`src/rtl/pixel_burst_bridge_if.sv`:
```
// Handshake bundle between the upstream count-FIFO, the bridge and the downstream consumer.
interface pixel_burst_bridge_if #(
  parameter int unsigned DATA_WIDTH  = 17,
  parameter int unsigned COUNT_WIDTH = 10
);
  logic [COUNT_WIDTH-1:0] src_count;
  logic                   src_rd_en;
  logic [DATA_WIDTH-1:0]  src_data;
  logic                   dst_valid;
  logic                   dst_ready;
  logic [DATA_WIDTH-1:0]  dst_data;

  // Bridge side: issues reads upstream, presents pixels downstream.
  modport master (
    input  src_count, src_data, dst_ready,
    output src_rd_en, dst_valid, dst_data
  );

  // Environment side: upstream FIFO plus downstream consumer.
  modport slave (
    output src_count, src_data, dst_ready,
    input  src_rd_en, dst_valid, dst_data
  );
endinterface

```
`src/rtl/pixel_burst_bridge.sv`:
```
// Burst reader from a count-qualified FIFO into a small circular buffer feeding a
// valid/ready consumer, with optional per-burst 2x horizontal pixel duplication.
module pixel_burst_bridge #(
  parameter int unsigned DATA_WIDTH  = 17,
  parameter int unsigned COUNT_WIDTH = 10,
  parameter int unsigned DEPTH_WIDTH = 4,
  parameter int unsigned BURST_LEN   = 8,
  parameter int unsigned THRESHOLD   = 5
) (
  input  logic                 clk_w,
  input  logic                 rst_n,
  input  logic                 flush,
  input  logic                 mode,
  pixel_burst_bridge_if.master bus,
  output logic [DEPTH_WIDTH:0] buf_count,
  output logic                 burst_done
);

  localparam int unsigned DEPTH   = 1 << DEPTH_WIDTH;
  localparam int unsigned CNT_W   = DEPTH_WIDTH + 1;
  localparam int unsigned ENTRY_W = DATA_WIDTH + 1;

  typedef enum logic [1:0] {IDLE, BURST, LAND} state_t;

  state_t               r_state, w_state_nxt;
  logic [CNT_W-1:0]     r_beat, w_beat_nxt;
  logic                 r_burst_mode, w_burst_mode_nxt;
  logic                 r_rd_en, w_rd_en_nxt;
  logic                 r_done, w_done_nxt;

  logic                 r_rd_vld;
  logic [ENTRY_W-1:0]   r_mem [DEPTH];
  logic [DEPTH_WIDTH-1:0] r_wptr, r_rptr;
  logic [CNT_W-1:0]     r_count;
  logic                 r_phase;

  logic [CNT_W-1:0]     w_free;
  logic                 w_start, w_wr, w_hs, w_pop;
  logic [ENTRY_W-1:0]   w_head;

  assign w_free  = CNT_W'(DEPTH) - r_count;
  assign w_start = (bus.src_count > COUNT_WIDTH'(THRESHOLD)) &&
                   (bus.src_count >= COUNT_WIDTH'(BURST_LEN)) &&
                   (w_free >= CNT_W'(BURST_LEN)) && !flush;

  assign w_head = r_mem[r_rptr];
  assign w_wr   = r_rd_vld && !flush;
  assign w_hs   = (r_count != '0) && bus.dst_ready;
  // A duplicate-tagged head only leaves on its second handshake.
  assign w_pop  = w_hs && (!w_head[DATA_WIDTH] || r_phase);

  // FSM state plus the registered read strobe, burst counter and done pulse.
  always_ff @(posedge clk_w or negedge rst_n) begin
    if (!rst_n) begin
      r_state      <= IDLE;
      r_beat       <= '0;
      r_burst_mode <= 1'b0;
      r_rd_en      <= 1'b0;
      r_done       <= 1'b0;
    end else begin
      r_state      <= w_state_nxt;
      r_beat       <= w_beat_nxt;
      r_burst_mode <= w_burst_mode_nxt;
      r_rd_en      <= w_rd_en_nxt;
      r_done       <= w_done_nxt;
    end
  end

  // Next-state: start a burst when upstream has enough and the buffer has room.
  always_comb begin
    w_state_nxt      = r_state;
    w_beat_nxt       = r_beat;
    w_burst_mode_nxt = r_burst_mode;
    w_rd_en_nxt      = 1'b0;
    w_done_nxt       = 1'b0;
    case (r_state)
      IDLE: begin
        if (w_start) begin
          w_state_nxt      = BURST;
          w_beat_nxt       = '0;
          w_burst_mode_nxt = mode;
          w_rd_en_nxt      = 1'b1;
        end
      end
      BURST: begin
        if (r_beat == CNT_W'(BURST_LEN - 1)) begin
          w_state_nxt = LAND;
          w_done_nxt  = 1'b1;
        end else begin
          w_beat_nxt  = r_beat + CNT_W'(1);
          w_rd_en_nxt = 1'b1;
        end
      end
      LAND:    w_state_nxt = IDLE;
      default: w_state_nxt = IDLE;
    endcase
    if (flush) begin
      w_state_nxt = IDLE;
      w_rd_en_nxt = 1'b0;
      w_done_nxt  = 1'b0;
    end
  end

  // Buffer: capture returning reads at the tail, pop/duplicate at the head.
  always_ff @(posedge clk_w or negedge rst_n) begin
    if (!rst_n) begin
      r_rd_vld <= 1'b0;
      r_wptr   <= '0;
      r_rptr   <= '0;
      r_count  <= '0;
      r_phase  <= 1'b0;
      for (int i = 0; i < DEPTH; i++) r_mem[i] <= '0;
    end else if (flush) begin
      // Reads issued this cycle return next cycle and must be dropped.
      r_rd_vld <= 1'b0;
      r_wptr   <= '0;
      r_rptr   <= '0;
      r_count  <= '0;
      r_phase  <= 1'b0;
    end else begin
      r_rd_vld <= r_rd_en;
      if (w_wr) begin
        r_mem[r_wptr] <= {r_burst_mode, bus.src_data};
        r_wptr        <= r_wptr + DEPTH_WIDTH'(1);
      end
      if (w_pop) r_rptr <= r_rptr + DEPTH_WIDTH'(1);
      if (w_hs && w_head[DATA_WIDTH]) r_phase <= !r_phase;
      case ({w_wr, w_pop})
        2'b10:   r_count <= r_count + CNT_W'(1);
        2'b01:   r_count <= r_count - CNT_W'(1);
        default: r_count <= r_count;
      endcase
    end
  end

  assign bus.src_rd_en = r_rd_en;
  assign bus.dst_valid = (r_count != '0);
  assign bus.dst_data  = w_head[DATA_WIDTH-1:0];
  assign buf_count     = r_count;
  assign burst_done    = r_done;

endmodule

```
`src/flat_wrapper.sv`:
```
// flat-port wrapper written by rule: the top's interface ports become plain ports
module pixel_burst_bridge_flat 
#(
  parameter int unsigned DATA_WIDTH  = 17,
  parameter int unsigned COUNT_WIDTH = 10,
  parameter int unsigned DEPTH_WIDTH = 4,
  parameter int unsigned BURST_LEN   = 8,
  parameter int unsigned THRESHOLD   = 5
)
  (clk_w, rst_n, flush, mode, buf_count, burst_done, bus_src_count, bus_src_data, bus_dst_ready, bus_src_rd_en, bus_dst_valid, bus_dst_data);
  pixel_burst_bridge_if #(.DATA_WIDTH(DATA_WIDTH), .COUNT_WIDTH(COUNT_WIDTH)) bus_i ();
  input  logic clk_w;
  input  logic rst_n;
  input  logic flush;
  input  logic mode;
  output logic [DEPTH_WIDTH:0] buf_count;
  output logic burst_done;
  input wire logic [$bits(bus_i.src_count)-1:0] bus_src_count;
  input wire logic [$bits(bus_i.src_data)-1:0] bus_src_data;
  input wire logic [$bits(bus_i.dst_ready)-1:0] bus_dst_ready;
  output wire logic [$bits(bus_i.src_rd_en)-1:0] bus_src_rd_en;
  output wire logic [$bits(bus_i.dst_valid)-1:0] bus_dst_valid;
  output wire logic [$bits(bus_i.dst_data)-1:0] bus_dst_data;
  assign bus_i.src_count = bus_src_count;
  assign bus_i.src_data = bus_src_data;
  assign bus_i.dst_ready = bus_dst_ready;
  assign bus_src_rd_en = bus_i.src_rd_en;
  assign bus_dst_valid = bus_i.dst_valid;
  assign bus_dst_data = bus_i.dst_data;
  pixel_burst_bridge #(.DATA_WIDTH(DATA_WIDTH), .COUNT_WIDTH(COUNT_WIDTH), .DEPTH_WIDTH(DEPTH_WIDTH), .BURST_LEN(BURST_LEN), .THRESHOLD(THRESHOLD)) u_core (.clk_w(clk_w), .rst_n(rst_n), .flush(flush), .mode(mode), .bus(bus_i), .buf_count(buf_count), .burst_done(burst_done));
endmodule
```
`config.mk`:
```
export PLATFORM = sky130hd
export DESIGN_NAME = pixel_burst_bridge_flat
export DESIGN_NICKNAME = d
export VERILOG_FILES = /design/src/rtl/pixel_burst_bridge_if.sv /design/src/rtl/pixel_burst_bridge.sv /design/src/flat_wrapper.sv
export SDC_FILE = /design/constraint.sdc
export NUM_CORES = 1
export LEC_CHECK = 0
export CAP_MARGIN = 15
export CORE_ASPECT_RATIO = 2
export CORE_MARGIN = 2
export CORE_UTILIZATION = 60
export DETAILED_ROUTE_END_ITERATION = 10
export GPL_TIMING_DRIVEN = 0
export MAX_ROUTING_LAYER = met4
export PLACE_DENSITY = 0.88
export SYNTH_ARGS = -nofsm -noshare
export SYNTH_HDL_FRONTEND = slang
export SYNTH_SLANG_ARGS = --single-unit
```
`constraint.sdc`:
```
create_clock -name clk_w -period 2.9 [get_ports clk_w]
set_input_delay 0.58 -clock clk_w [delete_from_list [all_inputs] [get_ports clk_w]]
set_output_delay 0.58 -clock clk_w [all_outputs]
set_load 0.005 [all_outputs]
```
==> metrics.md <==
| Metric | Value |
|---|---|
| Status | `finished with violations` |
| Pleak | `8.05 nW` |
| Share of the synthesized area in the top cell type | `0.543` |
| Synth area leaders | `dfrtp_1 (54%), mux2_2 (23%), mux4_2 (5.6%)` |
| GR Layer Usage met3 | `0.0535` |
| Startpoint Class | `register` |
| Initial antenna violation count | `0` |
| Gpl congestion | `0.846` |
| Clk_skew | `0.0201 ns` |
| Worst Hold Class | `reg -> reg` |
| Setup ws final | `-0.322 ns` |
| Total negative setup slack | `-3.10 ns` |
| Met2 Usage GRT | `0.574` |
| Post-route ant nets | `0` |
| PnR Total Power | `13.3 mW` |
| First-pass GRT wire length | `65100 um` |
| Top_reg_cell synth | `dfrtp_1` |
| Post-DR wirelength/cell | `30.6 um` |
| Placed cell areas | `15400 um^2` |
| Yosys top cell by area | `dfrtp_1` |
| Synth cell types | `41` |
| Sequential area share after synthesis | `0.543` |
| CTS H-tree lvls | `1` |
| Worst IR Drop VDD | `659 uV` |
| Clock root cell | `clkbuf_16` |
| Worst Tran Pin Value | `1.08 ns` |
| CTS buffer count | `27` |
| Asr flop ratio synth | `1.00` |
| Crit-path max FO | `10` |
| Final Max Tran Viols | `0` |
| Crit share post-route | `1.11` |
| Layout Nets | `1189` |
| YS warnings | `0` |
| Layout cell share with drive strength beyond 1 | `0.487` |
| IO Port Bufs | `52` |
| Inserted Diodes | `0` |
| Placed Instances | `1363` |
| Hold Vio Cnt, Final | `0` |
| Vias per cell | `7.00` |
| Post-route DRC violation count | `0` |
| Cells after synthesis | `1018` |
| Initial Util | `0.608` |
| CTS tree | `built` |
| Post-route design area | `17500 um^2` |
| Pre-CTS WS | `-0.892 ns` |
| Grt met1 use | `0.382` |
| Most common cell in the netlist | `dfrtp_1` |
| DPL Wire Length | `25100 um` |
| Die ar. | `25400 um^2` |
| CP Class | `reg -> out` |
| Synth cell count leaders | `dfrtp_1 (313), mux2_2 (290), mux2i_1 (74), clkbuf_1 (46)` |
| Finished Layout Cells | `1454` |
| Max Cap Violations | `0` |
| # IOs | `57` |
| Bufs on Longest Clock Path | `3` |
| Post-synth EDFFs | `0` |
| Clk sinks | `313` |
| Reg clk slew, reported paths | `0.07 ns` |
| Layer with the highest usage | `met2` |
| Yosys reg bits | `313` |
| Max-slew headroom | `0.278` |
| Final Hold Slack | `0.501 ns` |
| DRT iter0 DRCs | `993` |
| Max Fclk | `310 MHz` |
| Failing checks | `negative setup slack` |
| Chip height | `223 um` |
| Avg Cell Area, Syn | `14.2 um^2` |
| Area overhead of the layout relative to synthesis | `21.7%` |
| Total nets after synthesis | `1058` |
| Final WL | `44600 um` |
| Post-Syn Area | `14400 um^2` |
| Drt pass-1 iters | `9` |
| Crit path time final | `3.22 ns` |
| Critical path required time | `2.32 ns` |
| Fillcell total | `1277` |
| Critical Path AT | `2.64 ns` |
| Gr usage total | `0.358` |
| Routed via count | `10200` |
| CORE AREA | `23700 um^2` |
| Die Width | `114 um` |
| Largest net degree at the start of global routing | `130` |
| Finished Core Util | `0.740` |
| Pwr dens | `759 nW/um^2` |
| Crit. End Element | `primary output` |
| RSZ-0062 raised after global routing | `true` |
| Final setup violation count | `20` |
| Rows | `80` |
| Skew-Pair Late Insertion Delay | `0.57 ns` |
| Vias in the first global route | `10700` |
| GRT overflow | `0` |
-- sequential cells by signal, summed over array words and instances (netlist names) --
signal                cells
u_core.r_burst_mode       1
u_core.r_rd_vld           1
u_core.r_mem            288
u_core.r_phase            1
u_core.r_state            2
u_core.r_wptr             4
u_core.r_beat             5
u_core.buf_count          5
u_core.bus.src_rd_en      1
u_core.burst_done         1
u_core.r_rptr             4
-- layout make-up --
cell class,instances,area (um^2),area share
Tap cell,287,359,0.0205
Clock inverter,10,109,0.00620
Clock buffer,37,753,0.0429
Timing Repair Buffer,105,1080,0.0618
Sequential cell,313,7840,0.447
Buffer,75,609,0.0347
Multi-Input combinational cell,621,6770,0.386
Inverter,6,22.5,0.00128
-- logic make-up (layout without fill, tap and decap cells) --
family	after synthesis	after routing	share of synthesized area
muxes	400	400	0.334
DFF	313	313	0.543
and+or+nand+nor	108	108	0.0361
AOI/OAI and AO/OA	97	97	0.0496
buffers and inverters	84	233	0.0245
adders and majority gates	8	8	0.00694
xor gates and xnor gates	8	8	0.00581
-- worst max-delay path, stage by stage (launching register included) --
cell      delay, ns
dfrtp_1        0.43
and2_1         0.24
clkbuf_8       0.23
clkbuf_8       0.23
a221oi_2       0.47
a22oi_2        0.15
nand2_1        0.16
buf_2          0.14
-- power breakdown --
part / internal, mW / switching (mW)
Combinational: 2.43 / 2.07
Clock: 1.99 / 1.65
Sequential: 4.80 / 0.369
-- layout by cell type (no fill, tap or decap), types with 4 or more instances in the layout --
cell type	Yosys	layout
inv_1	6	6
buf_6	0	11
nand2_1	28	27
buf_16	0	9
clkinv_2	0	5
buf_2	24	32
ha_1	8	7
a21oi_1	7	7
mux2i_4	0	5
nor3_1	7	6
mux2i_1	74	55
buf_12	0	12
nor2_1	31	25
nand2b_1	9	8
a22oi_1	18	9
clkdlybuf4s50_1	0	34
o21ai_0	22	8
clkbuf_1	46	35
buf_4	2	34
a221oi_4	0	4
clkbuf_8	0	10
o21ai_1	0	12
clkbuf_16	0	29
mux4_2	36	36
a22oi_2	0	9
a221oi_2	1	32
and3_1	5	5
nor2_2	0	4
dfrtp_1	313	311
nand3_1	6	5
mux2i_2	0	14
mux2_2	290	290
nand4_1	5	5
-- worst paths after layout --
check / cells after the start / endpoint / start / slack [ns]
hold / removal: 1 / u_core.r_mem[237] / u_core.r_mem[237] / 0.50
max in group asynchronous: 4 / u_core.r_mem[76] / rst_n / 0.80
setup reg to reg: 14 / u_core.buf_count[4] / u_core.r_rptr[0] / -0.16
setup / recovery: 7 / bus_dst_data[7] / u_core.r_rptr[1] / -0.32
min in group asynchronous: 2 / u_core.r_mem[84] / rst_n / 0.54
hold reg to reg: 1 / u_core.r_mem[237] / u_core.r_mem[237] / 0.50
-- per-layer routing --
layer	up-vias	routed length [um]
met5	-	0
met3	301	2910
li1	4038	-
met4	0	4390
met2	643	22500
met1	5200	14700
-- repair_timing --
action                                 CTS  global route
gates resized for setup                261            39
pin swaps                               56            20
setup endpoints to repair               31            58
hold buffers                             1             0
setup buffers                           28            14
endpoints found under the hold margin   65             0
gates cloned                             6             0
No activity file was read; power rests on OpenSTA's default activity.
